File: config.mk
export PLATFORM = sky130hd
export DESIGN_NAME = eeg_sample_streamer
export DESIGN_NICKNAME = d
export VERILOG_FILES = /design/src/rtl/preprocessor_pkg.sv /design/src/rtl/sample_fifo.sv /design/src/rtl/eeg_sample_streamer.sv
export SDC_FILE = /design/constraint.sdc
export NUM_CORES = 1
export LEC_CHECK = 0
export CORE_ASPECT_RATIO = 0.9
export CORE_UTILIZATION = 45
export CTS_CLUSTER_SIZE = 25
export DETAILED_ROUTE_END_ITERATION = 6
export SLEW_MARGIN = 20
export SYNTH_ARGS = -nofsm -noshare
export SYNTH_HDL_FRONTEND = slang
export SYNTH_SLANG_ARGS = --single-unit
File: constraint.sdc
create_clock -name clk -period 3.2 [get_ports clk]
set_input_delay 0.96 -clock clk [delete_from_list [all_inputs] [get_ports clk]]
set_output_delay 0.96 -clock clk [all_outputs]
set_load 0.05 [all_outputs]
File: src/rtl/preprocessor_pkg.sv
// Shared types and defaults for the EEG preprocessor sample path.
// Optional macro: EEG_OFFSET_BINARY_EN (offset-binary to two's complement).
package preprocessor_pkg;

  localparam int DEF_DATA_WIDTH = 16;

  typedef enum logic [1:0] {
    IDLE,
    PRIME,
    STREAM
  } streamer_state_t;

  typedef logic [DEF_DATA_WIDTH-1:0] sample_t;

endpackage

File: src/rtl/sample_fifo.sv
// First-word fall-through sample FIFO with synchronous clear.
// Exposes the next-cycle level so producers can register their ready flag.
module sample_fifo
  import preprocessor_pkg::*;
#(
  parameter int W     = DEF_DATA_WIDTH,
  parameter int DEPTH = 16,
  parameter int LW    = $clog2(DEPTH) + 1
) (
  input  logic          clk,
  input  logic          rst_n,
  input  logic          clr_i,
  input  logic          push_i,
  input  logic [W-1:0]  wdata_i,
  input  logic          pop_i,
  output logic [W-1:0]  rdata_o,
  output logic          full_o,
  output logic          empty_o,
  output logic [LW-1:0] level_o,
  output logic [LW-1:0] level_nxt_o
);

  localparam int AW = $clog2(DEPTH);

  logic [W-1:0]  mem_q [DEPTH];
  logic [AW-1:0] wptr_q, wptr_d;
  logic [AW-1:0] rptr_q, rptr_d;
  logic [LW-1:0] cnt_q, cnt_d;
  logic          do_push;
  logic          do_pop;

  assign full_o      = (cnt_q == LW'(DEPTH));
  assign empty_o     = (cnt_q == '0);
  assign level_o     = cnt_q;
  assign level_nxt_o = cnt_d;
  assign rdata_o     = mem_q[rptr_q];

  // Push is judged on the current level only: a same-cycle pop never frees room.
  assign do_push = push_i && !full_o && !clr_i;
  assign do_pop  = pop_i && !empty_o && !clr_i;

  always_comb begin
    wptr_d = wptr_q;
    rptr_d = rptr_q;
    cnt_d  = cnt_q;
    if (clr_i) begin
      wptr_d = '0;
      rptr_d = '0;
      cnt_d  = '0;
    end else begin
      if (do_push) wptr_d = wptr_q + 1'b1;
      if (do_pop)  rptr_d = rptr_q + 1'b1;
      if (do_push && !do_pop)
        cnt_d = cnt_q + 1'b1;
      else if (do_pop && !do_push)
        cnt_d = cnt_q - 1'b1;
    end
  end

  always_ff @(posedge clk or negedge rst_n) begin
    if (!rst_n) begin
      wptr_q <= '0;
      rptr_q <= '0;
      cnt_q  <= '0;
    end else begin
      wptr_q <= wptr_d;
      rptr_q <= rptr_d;
      cnt_q  <= cnt_d;
    end
  end

  always_ff @(posedge clk) begin
    if (do_push) mem_q[wptr_q] <= wdata_i;
  end

endmodule

File: src/rtl/eeg_sample_streamer.sv
// Byte-to-sample assembler and paced sample streamer for the filter input.
// Optional macro: EEG_OFFSET_BINARY_EN inverts the sample MSB before buffering.
module eeg_sample_streamer
  import preprocessor_pkg::*;
#(
  parameter int DATA_WIDTH    = DEF_DATA_WIDTH,
  parameter int FIFO_DEPTH    = 16,
  parameter int PRIME_LEVEL   = 8,
  parameter int SAMPLE_PERIOD = 10
) (
  input  logic                          clk,
  input  logic                          rst,
  input  logic [7:0]                    byte_in,
  input  logic                          byte_valid,
  output logic                          byte_ready,
  input  logic                          enable,
  input  logic                          flush,
  output logic [DATA_WIDTH-1:0]         data_out,
  output logic                          data_valid,
  output logic [$clog2(FIFO_DEPTH):0]   fifo_level,
  output logic                          underflow
);

  localparam int NB = DATA_WIDTH / 8;
  localparam int CW = (NB > 1) ? $clog2(NB) : 1;
  localparam int LW = $clog2(FIFO_DEPTH) + 1;
  localparam int TW = $clog2(SAMPLE_PERIOD);
  localparam logic [CW-1:0] LAST_BYTE = CW'(NB - 1);
  localparam logic [TW-1:0] TICK_MAX  = TW'(SAMPLE_PERIOD - 1);

  logic [CW-1:0]         cnt_q, cnt_d;
  logic [DATA_WIDTH-1:0] asm_q;
  logic [DATA_WIDTH-1:0] word_d;
  logic [DATA_WIDTH-1:0] push_data;
  logic                  byte_ready_q;
  logic                  accept;
  logic                  push;

  streamer_state_t       state_q;
  logic [TW-1:0]         tick_q;
  logic [DATA_WIDTH-1:0] data_out_q;
  logic                  data_valid_q;
  logic                  underflow_q;
  logic                  tick;
  logic                  pop;

  logic [DATA_WIDTH-1:0] fifo_rdata;
  logic                  fifo_full;
  logic                  fifo_empty;
  logic [LW-1:0]         fifo_lvl;
  logic [LW-1:0]         fifo_lvl_nxt;

  assign byte_ready = byte_ready_q;
  assign data_out   = data_out_q;
  assign data_valid = data_valid_q;
  assign fifo_level = fifo_lvl;
  assign underflow  = underflow_q;

  assign accept = byte_valid && byte_ready_q && !fifo_full && !flush;
  assign push   = accept && (cnt_q == LAST_BYTE);

  always_comb begin
    word_d = asm_q;
    for (int k = 0; k < NB; k++) begin
      if (cnt_q == CW'(k)) word_d[8*k +: 8] = byte_in;
    end
  end

  always_comb begin
    cnt_d = cnt_q;
    if (flush)
      cnt_d = '0;
    else if (accept)
      cnt_d = (cnt_q == LAST_BYTE) ? '0 : cnt_q + 1'b1;
  end

`ifdef EEG_OFFSET_BINARY_EN
  assign push_data = {~word_d[DATA_WIDTH-1], word_d[DATA_WIDTH-2:0]};
`else
  assign push_data = word_d;
`endif

  assign tick = (state_q == STREAM) && (tick_q == TICK_MAX)
             && enable && !flush;
  assign pop  = tick && !fifo_empty;

  sample_fifo #(
    .W     (DATA_WIDTH),
    .DEPTH (FIFO_DEPTH),
    .LW    (LW)
  ) u_fifo (
    .clk         (clk),
    .rst_n       (rst),
    .clr_i       (flush),
    .push_i      (push),
    .wdata_i     (push_data),
    .pop_i       (pop),
    .rdata_o     (fifo_rdata),
    .full_o      (fifo_full),
    .empty_o     (fifo_empty),
    .level_o     (fifo_lvl),
    .level_nxt_o (fifo_lvl_nxt)
  );

  always_ff @(posedge clk or negedge rst) begin
    if (!rst) begin
      cnt_q        <= '0;
      asm_q        <= '0;
      byte_ready_q <= 1'b0;
    end else begin
      cnt_q        <= cnt_d;
      byte_ready_q <= (fifo_lvl_nxt != LW'(FIFO_DEPTH));
      if (accept) asm_q <= word_d;
    end
  end

  always_ff @(posedge clk or negedge rst) begin
    if (!rst) begin
      state_q      <= IDLE;
      tick_q       <= '0;
      data_out_q   <= '0;
      data_valid_q <= 1'b0;
      underflow_q  <= 1'b0;
    end else begin
      data_valid_q <= 1'b0;
      if (flush) begin
        state_q     <= enable ? PRIME : IDLE;
        tick_q      <= '0;
        underflow_q <= 1'b0;
      end else if (!enable) begin
        state_q <= IDLE;
        tick_q  <= '0;
      end else begin
        unique case (state_q)
          IDLE: state_q <= PRIME;
          PRIME: begin
            // Preload so the first pop lands on the first STREAM cycle.
            if (fifo_lvl >= LW'(PRIME_LEVEL)) begin
              state_q <= STREAM;
              tick_q  <= TICK_MAX;
            end
          end
          STREAM: begin
            if (tick_q == TICK_MAX) begin
              tick_q <= '0;
              if (fifo_empty) begin
                underflow_q <= 1'b1;
                state_q     <= PRIME;
              end else begin
                data_out_q   <= fifo_rdata;
                data_valid_q <= 1'b1;
              end
            end else begin
              tick_q <= tick_q + 1'b1;
            end
          end
          default: state_q <= IDLE;
        endcase
      end
    end
  end

endmodule

Yosys cells after proc, flatten, opt, wreduce, memory -nomap -nowiden
Memory sizes are Yosys's and may differ from the RTL's. A register that Yosys moved wholly into a read port is not among the register bits.
Index checks and enable logic that the tools add are counted.
{ "word_totals": {"reg_bits": 39, "mem_bits_rw": 256, "output_inout_bits": 24, "n_memories": 1, "elab_cells": 98} }
{ "mem_list": {"columns": ["name", "depth", "width", "rd", "rd_clocked_by_memory_dff", "write_ports", "line_no", "text"], "rows": [
  ["u_fifo.mem_q", 16, 16, 1, 1, 1, "sample_fifo.sv:25", "logic [W-1:0] mem_q [DEPTH];"]
]} }
{ "classes": {"n_reduce_logical": 33, "n_eq_ne": 9, "add_sub_neg": 6, "n_bitwise": 2, "n_mux": 36, "n_lt_le_gt_ge": 1} }
{ "ops": {"columns": ["op", "count"], "rows": [
  ["$mux 4", 8],
  ["$mux 1", 16],
  ["$mux 8", 2],
  ["$mux 5", 3],
  ["$logic_and 1x1->1", 14],
  ["$reduce_bool 2->1", 7],
  ["$add 4x1->4 const B", 3],
  ["$mux 2", 5],
  ["$ne 4x3->1 const B", 2],
  ["$pmux 4 s2", 1],
  ["$logic_not 1->1", 6],
  ["$pmux 2 s3", 1],
  ["$add 5x1->5 const B", 1],
  ["$eq 5x5->1 const B", 1],
  ["$ge 5x4->1 const B", 1],
  ["$logic_not 5->1", 1],
  ["$ne 5x5->1 const B", 1],
  ["$reduce_and 5->1", 1],
  ["$sub 5x1->5 const B", 1],
  ["$eq 4x4->1 const B", 1],
  ["$ne 4x1->1 const B", 1],
  ["$ne 4x4->1 const B", 1],
  ["$reduce_and 4->1", 1],
  ["$reduce_and 3->1", 1],
  ["other kinds (6)", 7]
]} }

Longest topological paths before layout
{ "logic_depth": {"word_depth": 13, "depth_mapped": 8, "ltp_nobuf": 7} }

Cells and area by module
Synthesis repeated with hierarchy kept, for this count alone.
{ "hier_totals": {"cells_unflattened": 720, "hier_area_um2": 12678.4} }
{ "by_module_without_submodules": {"columns": ["mod", "cells_each", "n_inst", "seq_area_each_um2", "area_each_um2"], "rows": [
  ["sample_fifo", 571, 1, 8012.7, 10661.5],
  ["eeg_sample_streamer", 149, 1, 1051.0, 2016.9]
]} }

Worst setup path after synthesis
No wires, ideal clock.
{ "synth_path": {"path_type": "register -> register", "from": "register u_fifo.cnt_q[0], in the netlist u_fifo.level_o[0]", "to": "memory u_fifo.mem_q[7][0] (netlist name), enable pin", "t_arrival_ps": 2314, "synth_period_minus_slack_ps": 2688, "path_stages_with_launch": 9, "slack_ps": 512, "path_cell_list": "dfrtp_1 > inv_1 > ha_1 > nor4bb_1 > clkbuf_1 > nor2_1 > nand2_1 > nor2_1 > and2_1"} }
{ "synth_between": {"elab_chain_cells": 9} }
{ "synth_lines": {"columns": ["item", "line_no", "text"], "rows": [
  ["start, declared", "sample_fifo.sv:28", "logic [LW-1:0] cnt_q, cnt_d;"],
  ["start signal, assigned", "sample_fifo.sv:68", "cnt_q <= cnt_d;"],
  ["$eq 5x5->1 *", "sample_fifo.sv:32", "assign full_o = (cnt_q == LW'(DEPTH));"],
  ["$logic_not 1->1 *", "sample_fifo.sv:39, eeg_sample_streamer.sv:59", null],
  ["$logic_and 1x1->1 (2 in a row)", "eeg_sample_streamer.sv:59", "assign accept = byte_valid && byte_ready_q && !fifo_full && !flush;"],
  ["$logic_and 1x1->1", "eeg_sample_streamer.sv:60", "assign push = accept && (cnt_q == LAST_BYTE);"],
  ["$logic_and 1x1->1 * (2 in a row)", "sample_fifo.sv:39", "assign do_push = push_i && !full_o && !clr_i;"],
  ["$mux 1 *", "sample_fifo.sv:73", "if (do_push) mem_q[wptr_q] <= wdata_i;"],
  ["$mux 1 (not written as such) *", "sample_fifo.sv:73", null],
  ["end, declared", "sample_fifo.sv:25", null]
]} }
Mark *: on every way between the ends. The rest lies on a longest branch, timed or not.

Final worst setup path
{ "layout_path": {"from": "register u_fifo.cnt_q[3], in the netlist u_fifo.level_o[3]", "to": "output fifo_level[3]"} }
{ "layout_lines": {"columns": ["item", "line_no", "text"], "rows": [
  ["end, declared", "eeg_sample_streamer.sv:20", "output logic [$clog2(FIFO_DEPTH):0] fifo_level,"]
]} }
No word-level cell between the ends.

==> flow_summary_export.csv <==
group,metric,value,unit
run_status,outcome,"completed",
yosys,synth_most_common_cell,"edfxtp_1",
yosys,yosys-top-cells-area,"edfxtp_1 61%, mux4_2 12%, dfrtp_1 11%",
setup_path,crit_buf_inv,1,
die,row_count,57,
timing,setup_viol,0,
global_route,antenna_found_initial,0,
global_route,grt_max_degree,45,
yosys,synthXorXnorAreaFrac,0.00691,
timing,finalCriticalPeriod,2.86,ns
place,gp_routability_congestion,0.843,
timing,rsz0062_at_grt,"false",
setup_path,cp_cell_sequence,"clkdlybuf4s50_1",
timing,slew_headroom,0.548,
yosys,synthSimpleGateAreaFrac,0.0373,
cts,clk_pin_slew,0.06,ns
timing,fin_skew,0.0216,ns
power,p_leak,4.97,nW
detailed_routing,viasPerCell,5.72,
cts,clockBufferDepth,3,
setup_path,path_class,"reg2out",
setup_path,cp_slowest_cell,"clkdlybuf4s50_1",
global_route,grt_pass1_wl,40900,um
yosys,ys_seq_area_frac,0.715,
cells_and_area,synthToLayoutAreaGrowth,17.1,%
cells_and_area,final_area,0.0149,mm2
setup_path,required,2.24,ns
cts,cts_setup_buffers,0,
cells_and_area,layout-drive-gt1-share,0.283,
power,powerDensity,625,mW/mm2
cts,cts_sinks,311,
detailed_routing,drt.antenna.violating_nets,0,
job,maxCapViolCount,0,
timing,setup_tns,0,ns
cts,cts_buffers,31,
min_path,hold_class,"in2async",
detailed_routing,postRouteWirelength,26800,um
place,place_area,0.0138,mm2
yosys,ys_top_cells_by_count,"256 x edfxtp_1, 67 x mux4_2, 55 x dfrtp_1",
die,dieArea,0.0289,mm2
yosys,synth_top_area_share,0.606,
yosys,syn_avg_cell_area,20.8,um2
place,port_buffers,36,
cts,clk-insertion-delay-late,0.56,ns
timing,hold_violations,0,
global_route,grt_overflow,0,
die,coreArea,0.0273,mm2
setup_path,crit_fanout,8,
cells_and_area,antenna_cells,0,
yosys,synth_fa_ha_area_frac,0.0147,
timing,worstMarginPinSlew,0.679,ns
yosys,synth_top_family_by_area,"multiplexers",
timing,max_freq,349,MHz
yosys,synth.area.mux_share,0.196,
place,hpwlAfterDp,15500,um
detailed_routing,wl_per_cell,25.3,um
detailed_routing,dr_total_vias,6068,
yosys,yosys_most_used_dff,"edfxtp_1",
global_route,groute.usage.overall,0.196,
global_route,grt_pass1_vias,6678,
timing,period_share,0.894,
setup_path,cp-end-kind,"primary output",
yosys,ys_types,51,
yosys,syn_inst,610,
yosys,yosysWarningCount,0,
detailed_routing,drt-initial-drc-count,506,
cells_and_area,fin_nets,710,
setup_path,cp.arrival,1.90,ns
cts,htreeDepth,1,
timing,finalMaxSlewViolations,0,
yosys,syn-num-nets,637,
detailed_routing,dr.pass1.iters,4,
cts,hold_buffers,0,
setup_path,regToRegSetupSlack,0.72,ns
setup_path,cp_top_family,"buffers and inverters",
cts,cts_resized,0,
yosys,ys_ff_latch,311,
die,die_w,179,um
die,boundaryPins,37,
yosys,synth_edf_count,256,
yosys,synth_async_sr_flop_share,0.177,
cts,root_buffer,"clkbuf_16",
die,die_h,161,um
yosys,synth-compound-area-share,0.00918,
setup_path,max_stage_delay,0.86,ns
setup_path,timing.critical_path.from_type,"flip-flop",
detailed_routing,post-route-drc-count,0,
cts,cts_tree,"done",
power,peakVddDrop,525,uV
yosys,syn_area,0.0127,mm2
yosys,synth.largest_area_cell,"edfxtp_1",
die,initial_utilization,0.464,
==> registers in the layout (all words and copies together), names as in the netlist <==
name,count
data_valid,1
u_fifo.wptr_q,4
tick_q,4
data_out,16
u_fifo.mem_q,256
cnt_q,1
u_fifo.rptr_q,4
u_fifo.level_o,5
byte_ready,1
asm_q,16
underflow,1
state_q,2
==> cell usage in the layout, fill, tap and decap left out, types with 5 or more instances in the layout <==
cell	instances
clkinv_1	6
clkbuf_16	31
inv_1	11
bufinv_16	7
o21ai_0	8
mux2_4	6
mux4_2	67
and2_1	9
ha_1	14
edfxtp_1	256
buf_4	13
clkbuf_1	6
mux4_1	13
xnor2_1	6
dfrtp_1	53
a21oi_1	6
buf_12	20
clkdlybuf4s50_1	35
nand4_1	5
mux2i_1	6
nor2_1	23
nand2_1	9
mux2_2	42
==> cell type report <==
| type | instances | area, um2 |
|---|---|---|
| clock buffer | 40 | 840 |
| clock inverter | 17 | 258 |
| fill | 2093 | 12500 |
| inverter | 11 | 41.3 |
| multi-input combinational | 259 | 3350 |
| sequential | 311 | 9070 |
| tap | 354 | 443 |
| timing repair buffer | 69 | 853 |
==> path summary, 6_finish.rpt <==
check	start	endpoint	depth (start not counted)
hold / removal	rst	tick_q[2]$_DFFE_PN0P_	1
min in group clk	asm_q[11]$_DFFE_PN0N_	asm_q[11]$_DFFE_PN0N_	1
setup reg to reg	u_fifo.rptr_q[0]$_DFFE_PN0P_	data_out[10]$_DFFE_PN0P_	4
max in group asynchronous	rst	u_fifo.wptr_q[3]$_DFFE_PN0P_	2
setup / recovery	u_fifo.level_o[3]$_DFF_PN0_	fifo_level[3]	1
hold reg to reg	asm_q[11]$_DFFE_PN0N_	asm_q[11]$_DFFE_PN0N_	1
==> metrics by stage <==
step	power, W	utilization	setup WS, ns	hold slack, ns	cells
detailed placement	0.00549	0.504	0.0842	0.490	1004
floorplan	0.00526	-	0.512	0.475	610
CTS	0.00935	0.544	0.329	0.446	1061
finish	0.00928	0.544	0.338	0.430	1061
global route	0.00957	0.544	0.280	0.454	1061
global placement	0.00544	0.504	0.122	0.485	1004
==> kinds of logic after synthesis <==
logic type	Yosys count
AND/OR/NAND/NOR	79
AO/OA/AOI/OAI	20
buffers and inverters	40
XOR/XNOR	10
adder cells (fa/ha/maj)	15
multiplexers	135
flip-flops	311
==> where the power goes <==
| group | leakage (nW) | internal (W) | switching (W) |
|---|---|---|---|
| Combinational | 1.41 | 0.000201 | 0.000410 |
| Sequential | 3.03 | 0.00474 | 0.0000520 |
| Clock | 0.527 | 0.00240 | 0.00147 |
| Total | 4.97 | 0.00734 | 0.00194 |
==> per-layer routing <==
metal  wire length [um]  global-route usage
met2              13200               0.323
met1              11300               0.275
met3               1650              0.0268
met4                662              0.0508
met5                  0                   0
No activity file was read; power rests on OpenSTA's default activity.
